**config.mk**
```make
export PLATFORM = sky130hd
export DESIGN_NAME = uart_cmd_parser_flat
export DESIGN_NICKNAME = d
export VERILOG_FILES = /design/src/rtl/uart_cmd_parser_pkg.sv /design/src/rtl/uart_cmd_parser_if.sv /design/src/rtl/uart_cmd_parser_resp_buf.sv /design/src/rtl/uart_cmd_parser.sv /design/src/flat_wrapper.sv
export SDC_FILE = /design/constraint.sdc
export NUM_CORES = 1
export LEC_CHECK = 0
export ABC_AREA = 0
export CORE_UTILIZATION = 51
export DETAILED_ROUTE_END_ITERATION = 16
export GPL_TIMING_DRIVEN = 0
export MAX_ROUTING_LAYER = met4
export PLACE_DENSITY = 0.8
export SLEW_MARGIN = 25
export SYNTH_ARGS = -nofsm -noshare
export SYNTH_HDL_FRONTEND = slang
export SYNTH_SLANG_ARGS = --single-unit
```
**constraint.sdc**
```tcl
create_clock -name clk_48mhz -period 3.3 [get_ports clk_48mhz]
set_input_delay 0.33 -clock clk_48mhz [delete_from_list [all_inputs] [get_ports clk_48mhz]]
set_output_delay 0.33 -clock clk_48mhz [all_outputs]
set_load 0.02 [all_outputs]
```
**src/rtl/uart_cmd_parser_pkg.sv**
```systemverilog
// Shared ASCII constants, parser state encoding and hex conversion helpers
// for the UART register command parser.
package uart_cmd_pkg;

  localparam logic [7:0] CR       = 8'h0D;
  localparam logic [7:0] LF       = 8'h0A;
  localparam logic [7:0] CH_R     = 8'h52;
  localparam logic [7:0] CH_W     = 8'h57;
  localparam logic [7:0] CH_K     = 8'h4B;
  localparam logic [7:0] CH_E     = 8'h45;
  localparam logic [7:0] CASE_BIT = 8'h20;

  localparam logic [31:0] RESP_K = {CH_K, CR, LF, 8'h00};
  localparam logic [31:0] RESP_E = {CH_E, CR, LF, 8'h00};

  typedef enum logic [2:0] {
    ST_IDLE,
    ST_ADDR,
    ST_DATA,
    ST_EOL,
    ST_DISCARD,
    ST_EXEC,
    ST_RDWAIT,
    ST_RESP
  } state_t;

  typedef struct packed {
    logic       vld;
    logic [3:0] nib;
  } nib_t;

  function automatic nib_t hex_to_nib(input logic [7:0] c);
    nib_t r;
    r.vld = 1'b1;
    r.nib = 4'h0;
    if (c >= 8'h30 && c <= 8'h39)
      r.nib = c[3:0];
    else if ((c >= 8'h41 && c <= 8'h46) || (c >= 8'h61 && c <= 8'h66))
      r.nib = c[3:0] + 4'd9;
    else
      r.vld = 1'b0;
    return r;
  endfunction

  function automatic logic [7:0] nib_to_hex(input logic [3:0] n);
    return (n < 4'd10) ? {4'h3, n} : {4'h4, n - 4'd9};
  endfunction

  // Accepts the upper-case command letter and its lower-case twin.
  function automatic logic is_cmd(input logic [7:0] c, input logic [7:0] up);
    return (c == up) || (c == (up | CASE_BIT));
  endfunction

endpackage

```
**src/rtl/uart_cmd_parser_if.sv**
```systemverilog
// Byte-stream handshakes and register bus seen by the command parser.
interface uart_cmd_parser_if #(
  parameter int ADDR_W = 8,
  parameter int DATA_W = 8
);
  logic [7:0]        rx_data;
  logic              rx_valid;
  logic              rx_ready;
  logic [7:0]        tx_data;
  logic              tx_valid;
  logic              tx_ready;
  logic [ADDR_W-1:0] reg_addr;
  logic [DATA_W-1:0] reg_wdata;
  logic              reg_we;
  logic              reg_re;
  logic [DATA_W-1:0] reg_rdata;

  modport master (
    input  rx_data, rx_valid, tx_ready, reg_rdata,
    output rx_ready, tx_data, tx_valid, reg_addr, reg_wdata, reg_we, reg_re
  );

  modport slave (
    output rx_data, rx_valid, tx_ready, reg_rdata,
    input  rx_ready, tx_data, tx_valid, reg_addr, reg_wdata, reg_we, reg_re
  );
endinterface

```
**src/rtl/uart_cmd_parser_resp_buf.sv**
```systemverilog
// Up-to-4-byte response buffer: loaded in parallel, drained MSB-first over
// the tx valid/ready handshake; done marks the final byte's handshake.
module uart_cmd_resp_buf
  import uart_cmd_pkg::*;
(
  input  logic        clk,
  input  logic        rst,
  input  logic        load,
  input  logic [31:0] load_data,
  input  logic [2:0]  load_cnt,
  output logic [7:0]  tx_data,
  output logic        tx_valid,
  input  logic        tx_ready,
  output logic        done
);
  logic [31:0] shreg;
  logic [2:0]  cnt;
  logic        hs;

  assign tx_valid = (cnt != 3'd0) && !rst;
  assign tx_data  = shreg[31:24];
  assign hs       = tx_valid && tx_ready;
  assign done     = hs && (cnt == 3'd1);

  always_ff @(posedge clk) begin
    if (rst)
      cnt <= 3'd0;
    else if (load)
      cnt <= load_cnt;
    else if (hs)
      cnt <= cnt - 3'd1;
  end

  // Byte storage carries no reset; cnt alone decides what is valid.
  always_ff @(posedge clk) begin
    if (load)
      shreg <= load_data;
    else if (hs)
      shreg <= {shreg[23:0], 8'h00};
  end
endmodule

```
**src/rtl/uart_cmd_parser.sv**
```systemverilog
// Line-based ASCII register command parser: "R"AA"\n" reads, "W"AADD"\n"
// writes, answering "K", the read value in hex, or "E" for malformed lines.
module uart_cmd_parser
  import uart_cmd_pkg::*;
#(
  parameter int ADDR_W = 8,
  parameter int DATA_W = 8
) (
  input  logic               clk_48mhz,
  input  logic               reset,
  uart_cmd_parser_if.master  bus
);
  state_t            state, state_nxt;
  logic [ADDR_W-1:0] addr_q, addr_nxt;
  logic [DATA_W-1:0] wdata_q, wdata_nxt;
  logic              dcnt, dcnt_nxt;
  logic              is_wr, is_wr_nxt;
  logic              rx_rdy, rx_fire, rx_cr, rx_lf;
  logic              we_c, re_c;
  logic              load;
  logic [31:0]       load_data;
  logic [2:0]        load_cnt;
  logic              resp_done;
  nib_t              nib;

  assign rx_rdy  = !reset && (state == ST_IDLE || state == ST_ADDR || state == ST_DATA ||
                              state == ST_EOL  || state == ST_DISCARD);
  assign rx_fire = bus.rx_valid && rx_rdy;
  assign rx_cr   = rx_fire && (bus.rx_data == CR);
  assign rx_lf   = rx_fire && (bus.rx_data == LF);
  assign nib     = hex_to_nib(bus.rx_data);

  assign bus.rx_ready  = rx_rdy;
  assign bus.reg_addr  = addr_q;
  assign bus.reg_wdata = wdata_q;
  assign bus.reg_we    = we_c && !reset;
  assign bus.reg_re    = re_c && !reset;

  always_ff @(posedge clk_48mhz) begin
    if (reset) begin
      state   <= ST_IDLE;
      addr_q  <= '0;
      wdata_q <= '0;
      dcnt    <= 1'b0;
      is_wr   <= 1'b0;
    end else begin
      state   <= state_nxt;
      addr_q  <= addr_nxt;
      wdata_q <= wdata_nxt;
      dcnt    <= dcnt_nxt;
      is_wr   <= is_wr_nxt;
    end
  end

  always_comb begin
    state_nxt = state;
    addr_nxt  = addr_q;
    wdata_nxt = wdata_q;
    dcnt_nxt  = dcnt;
    is_wr_nxt = is_wr;
    we_c      = 1'b0;
    re_c      = 1'b0;
    load      = 1'b0;
    load_data = RESP_E;
    load_cnt  = 3'd3;
    case (state)
      ST_IDLE: begin
        if (rx_fire && !rx_cr && !rx_lf) begin
          dcnt_nxt = 1'b0;
          if (is_cmd(bus.rx_data, CH_R)) begin
            is_wr_nxt = 1'b0;
            state_nxt = ST_ADDR;
          end else if (is_cmd(bus.rx_data, CH_W)) begin
            is_wr_nxt = 1'b1;
            state_nxt = ST_ADDR;
          end else begin
            state_nxt = ST_DISCARD;
          end
        end
      end
      ST_ADDR, ST_DATA: begin
        if (rx_lf) begin
          load      = 1'b1;
          state_nxt = ST_RESP;
        end else if (rx_fire && !rx_cr) begin
          if (!nib.vld) begin
            state_nxt = ST_DISCARD;
          end else begin
            if (state == ST_ADDR)
              addr_nxt = {addr_q[ADDR_W-5:0], nib.nib};
            else
              wdata_nxt = {wdata_q[DATA_W-5:0], nib.nib};
            dcnt_nxt = ~dcnt;
            if (dcnt)
              state_nxt = (state == ST_ADDR && is_wr) ? ST_DATA : ST_EOL;
          end
        end
      end
      ST_EOL: begin
        if (rx_lf)
          state_nxt = ST_EXEC;
        else if (rx_fire && !rx_cr)
          state_nxt = ST_DISCARD;
      end
      ST_DISCARD: begin
        if (rx_lf) begin
          load      = 1'b1;
          state_nxt = ST_RESP;
        end
      end
      ST_EXEC: begin
        if (is_wr) begin
          we_c      = 1'b1;
          load      = 1'b1;
          load_data = RESP_K;
          state_nxt = ST_RESP;
        end else begin
          re_c      = 1'b1;
          state_nxt = ST_RDWAIT;
        end
      end
      ST_RDWAIT: begin
        load      = 1'b1;
        load_data = {nib_to_hex(bus.reg_rdata[7:4]), nib_to_hex(bus.reg_rdata[3:0]), CR, LF};
        load_cnt  = 3'd4;
        state_nxt = ST_RESP;
      end
      ST_RESP: begin
        if (resp_done)
          state_nxt = ST_IDLE;
      end
      default: state_nxt = ST_IDLE;
    endcase
  end

  uart_cmd_resp_buf u_resp_buf (
    .clk       (clk_48mhz),
    .rst       (reset),
    .load      (load),
    .load_data (load_data),
    .load_cnt  (load_cnt),
    .tx_data   (bus.tx_data),
    .tx_valid  (bus.tx_valid),
    .tx_ready  (bus.tx_ready),
    .done      (resp_done)
  );
endmodule

```
**src/flat_wrapper.sv**
```systemverilog
// flat-port wrapper written by rule: the top's interface ports become plain ports
module uart_cmd_parser_flat import uart_cmd_pkg::*;
#(
  parameter int ADDR_W = 8,
  parameter int DATA_W = 8
)
  (clk_48mhz, reset, bus_rx_data, bus_rx_valid, bus_tx_ready, bus_reg_rdata, bus_rx_ready, bus_tx_data, bus_tx_valid, bus_reg_addr, bus_reg_wdata, bus_reg_we, bus_reg_re);
  uart_cmd_parser_if #(.ADDR_W(ADDR_W), .DATA_W(DATA_W)) bus_i ();
  input  logic clk_48mhz;
  input  logic reset;
  input wire logic [$bits(bus_i.rx_data)-1:0] bus_rx_data;
  input wire logic [$bits(bus_i.rx_valid)-1:0] bus_rx_valid;
  input wire logic [$bits(bus_i.tx_ready)-1:0] bus_tx_ready;
  input wire logic [$bits(bus_i.reg_rdata)-1:0] bus_reg_rdata;
  output wire logic [$bits(bus_i.rx_ready)-1:0] bus_rx_ready;
  output wire logic [$bits(bus_i.tx_data)-1:0] bus_tx_data;
  output wire logic [$bits(bus_i.tx_valid)-1:0] bus_tx_valid;
  output wire logic [$bits(bus_i.reg_addr)-1:0] bus_reg_addr;
  output wire logic [$bits(bus_i.reg_wdata)-1:0] bus_reg_wdata;
  output wire logic [$bits(bus_i.reg_we)-1:0] bus_reg_we;
  output wire logic [$bits(bus_i.reg_re)-1:0] bus_reg_re;
  assign bus_i.rx_data = bus_rx_data;
  assign bus_i.rx_valid = bus_rx_valid;
  assign bus_i.tx_ready = bus_tx_ready;
  assign bus_i.reg_rdata = bus_reg_rdata;
  assign bus_rx_ready = bus_i.rx_ready;
  assign bus_tx_data = bus_i.tx_data;
  assign bus_tx_valid = bus_i.tx_valid;
  assign bus_reg_addr = bus_i.reg_addr;
  assign bus_reg_wdata = bus_i.reg_wdata;
  assign bus_reg_we = bus_i.reg_we;
  assign bus_reg_re = bus_i.reg_re;
  uart_cmd_parser #(.ADDR_W(ADDR_W), .DATA_W(DATA_W)) u_core (.clk_48mhz(clk_48mhz), .reset(reset), .bus(bus_i));
endmodule
```
==> results.yml <==
critical_path:
  cp-end-kind: "flip-flop"
  timing.rr.start: "u_core.state[1]"
  crit_path_top_delay_cell: "or4b_4"
  worstPathMaxFanout: 15
  criticalPathCategory: "in2reg"
  critPathLaunchType: "input pin"
  crit_path_cell_trace: "clkdlybuf4s50_1 -> inv_1 -> ha_1 -> or4b_4 -> nor4_4 -> a21oi_1 -> a211o_1 -> buf_6 -> nand2b_2"
  cpPeakStageDelay_ps: 490
  crit_start: "bus_rx_data[0]"
  arrival_ps: 3010
  cp.required_ps: 3250
timing:
  hold_violations: 0
  drv_slew: 0
  worst_pin_slew_ps: 616.1
  period_needed_ps: 3060
  rsz0062_at_grt: "false"
  relSlewSlack_pct: 58.75
  finalClockSkew_ps: 4.310
  setup_viol: 0
  max_freq_ghz: 0.3268
  period_share_pct: 92.73
power:
  clkPwrFrac_pct: 41.9
  seq_power_share_pct: 45.8
  powerDensity_mw_per_mm2: 372.3
  p_sw_share_pct: 21.65
  p_switching_w: 0.0002396
  comb_power_share_pct: 12.2
  power.internal_w: 0.0008671
  worst_ir_drop_vdd_mv: 0.2425
  p_leak_nw: 1.234
synth:
  synth.avg_cell_area_um2: 9.052
  synth_edf_count: 15
  synth_compound_area_share_pct: 18.36
  synth_top_family_by_area: "compound AO/OA/AOI/OAI gates"
  synth_fa_ha_area_share_pct: 5.292
  syn_inst: 256
  synth_seq_cells: 39
  synth_nets: 285
  synthSimpleGateAreaFrac_pct: 18.30
  synth-seq-area-share_pct: 40.17
  yosysWarnings: 0
  synth-xor-area-share_pct: 1.512
  ys_types: 56
  synthMuxAreaShare_pct: 8.261
  syn-cell-area_mm2: 0.002317
  async_reset_ff_share_pct: 0
  ys.flop_type: "dfxtp_1"
cells_and_area:
  final_area_mm2: 0.002973
  syn_to_final_growth_pct: 28.29
  final_nets: 337
  antenna_cells: 0
  fin_util_pct: 68.28
  drive_gt1_share_pct: 8.738
  final_cell_mix: "45 x clkdlybuf4s50_1, 39 x nor2_1, 24 x dfxtp_1"
  fill_cells: 340
  final_common_cell: "clkdlybuf4s50_1"
  fin_cells: 361
clocking:
  htreeDepth: 2
  clk_latency_ps: 290
  cts_tree: "done"
  cts_inserted_buffers: 5
  cts_setup_buffers: 0
  numClockSinks: 39
  cts_hold_buf: 0
  clock_path_buffers: 2
  clkTransAtPathRegs_ps: 70
  clock_tree.root_cell: "clkbuf_8"
placed_design:
  dpl_cell_area_mm2: 0.002833
  dp_hpwl_um: 3845
  io_buffers: 45
  place_congestion: 0.9506
  placedCellCount: 353
global_routing:
  grt_pass1_wl_um: 8583
  grt_antenna_before_repair: 0
  grt.total_usage_pct: 23.05
  grt.overflow.total: 0
  grt_pass1_vias: 1893
  grt_max_degree: 16
floorplan:
  coreArea_mm2: 0.004354
  die_h_um: 69.41
  start_util_pct: 53.22
  die_w_um: 69.41
  ioPinCount: 48
  die_area_mm2: 0.004817
  std_cell_rows: 24
routing:
  vias: 2002
  drc: 0
  drtPass1Iterations: 4
  wl_um: 5151
  wl_per_cell_um: 14.27
  ant_nets: 0
  routed_via_density: 5.546
  drt_iter0_drc: 232
status:
  outcome: "completed"
run:
  max-cap-violations: 0
worst_hold_path:
  hold_path.class: "reg2reg"
  min_from: "u_core.bus.reg_wdata[7]"
## layer usage
metal	up-vias	GRT usage, %	wire [um]
met5	-	-	0
met4	0	11.11	131
met3	12	5.814	308
met2	76	34.84	2432
met1	904	28.88	2278
li1	1010	-	-
## flip-flops by register name, indices dropped and copies added, names as in the netlist
register                 cells
u_core.state                 3
u_core.bus.reg_wdata         8
u_core.u_resp_buf.shreg     15
u_core.dcnt                  1
u_core.u_resp_buf.cnt        3
u_core.is_wr                 1
u_core.bus.reg_addr          8
## power groups by stage
stage | logic [W] | clock network, W | registers, W
after CTS | 0.000134 | 0.000471 | 0.000507
after global routing | 0.000148 | 0.000488 | 0.000508
after floorplan | 0.0000796 | 0 | 0.000518
after detailed placement | 0.000133 | 0 | 0.000518
final | 0.000135 | 0.000464 | 0.000507
after global placement | 0.000130 | 0 | 0.000518
## per-stage QoR
step | TNS, ps | hold WS, ps | setup slack (ps) | power [W]
3_5_place_dp | -4480 | 486.0 | -298.7 | 0.0006514
6_report | 0 | 499.7 | 240.1 | 0.001107
2_1_floorplan | 0 | 494.6 | 555.0 | 0.0005972
3_3_place_gp | -4020 | 475.4 | -268.3 | 0.0006476
4_1_cts | 0 | 505.7 | 13.56 | 0.001112
5_1_grt | 0 | 552.8 | 90.30 | 0.001144
## cells in the mapped netlist (3+ instances only)
cell type	n	area share, %
nor2_1	39	6.3
mux2i_1	18	7.8
clkbuf_1	7	1.1
nand3_1	7	1.5
nand2b_1	7	1.9
o21a_1	4	1.3
edfxtp_1	15	19
nor3b_1	3	0.97
a21oi_1	14	3.0
a31oi_1	7	1.9
dfxtp_1	24	21
o21ai_0	11	2.4
nor2b_1	3	0.81
ha_1	9	4.9
xnor2_1	3	1.1
buf_4	8	2.6
inv_1	18	2.9
nand2_1	12	1.9
## path summary, 6_finish.rpt
| kind | depth (start not counted) | end | slack [ps] |
|---|---|---|---|
| setup reg to reg | 7 | u_core.u_resp_buf.shreg[10] | 850 |
| setup / recovery | 9 | u_core.u_resp_buf.shreg[10] | 240 |
| hold / removal | 2 | u_core.bus.reg_wdata[7] | 500 |
| hold reg to reg | 2 | u_core.bus.reg_wdata[7] | 500 |
## what timing repair did
item	CTS	global route
resized for setup	0	1
hold endpoints to repair	0	0
setup endpoints to repair	0	15
## area by class of cell
cell class | instances | area (um^2) | area share (%)
Multi-Input combinational cell | 180 | 1210 | 40.70
Buffer | 18 | 112.6 | 3.788
Inverter | 19 | 71.32 | 2.399
Sequential cell | 39 | 930.9 | 31.31
Tap cell | 52 | 65.06 | 2.189
Timing Repair Buffer | 45 | 450.4 | 15.15
Clock inverter | 2 | 60.06 | 2.020
Clock buffer | 6 | 72.57 | 2.441
## worst max-delay path, delay by kind of cell
family / cells / cell delay (ps)
AOI/OAI and AO/OA: 2 / 480
adders and majority gates: 1 / 200
buffers and inverters: 3 / 800
and+or+nand+nor: 3 / 1200
## kinds of logic after synthesis
group,Yosys count
mux,19
simple gates,84
buf+inv,37
other cells,1
fa+ha+maj,10
flops,39
compound gates,62
xor+xnor,4
Note: power is estimated with default switching activity, not from simulation.
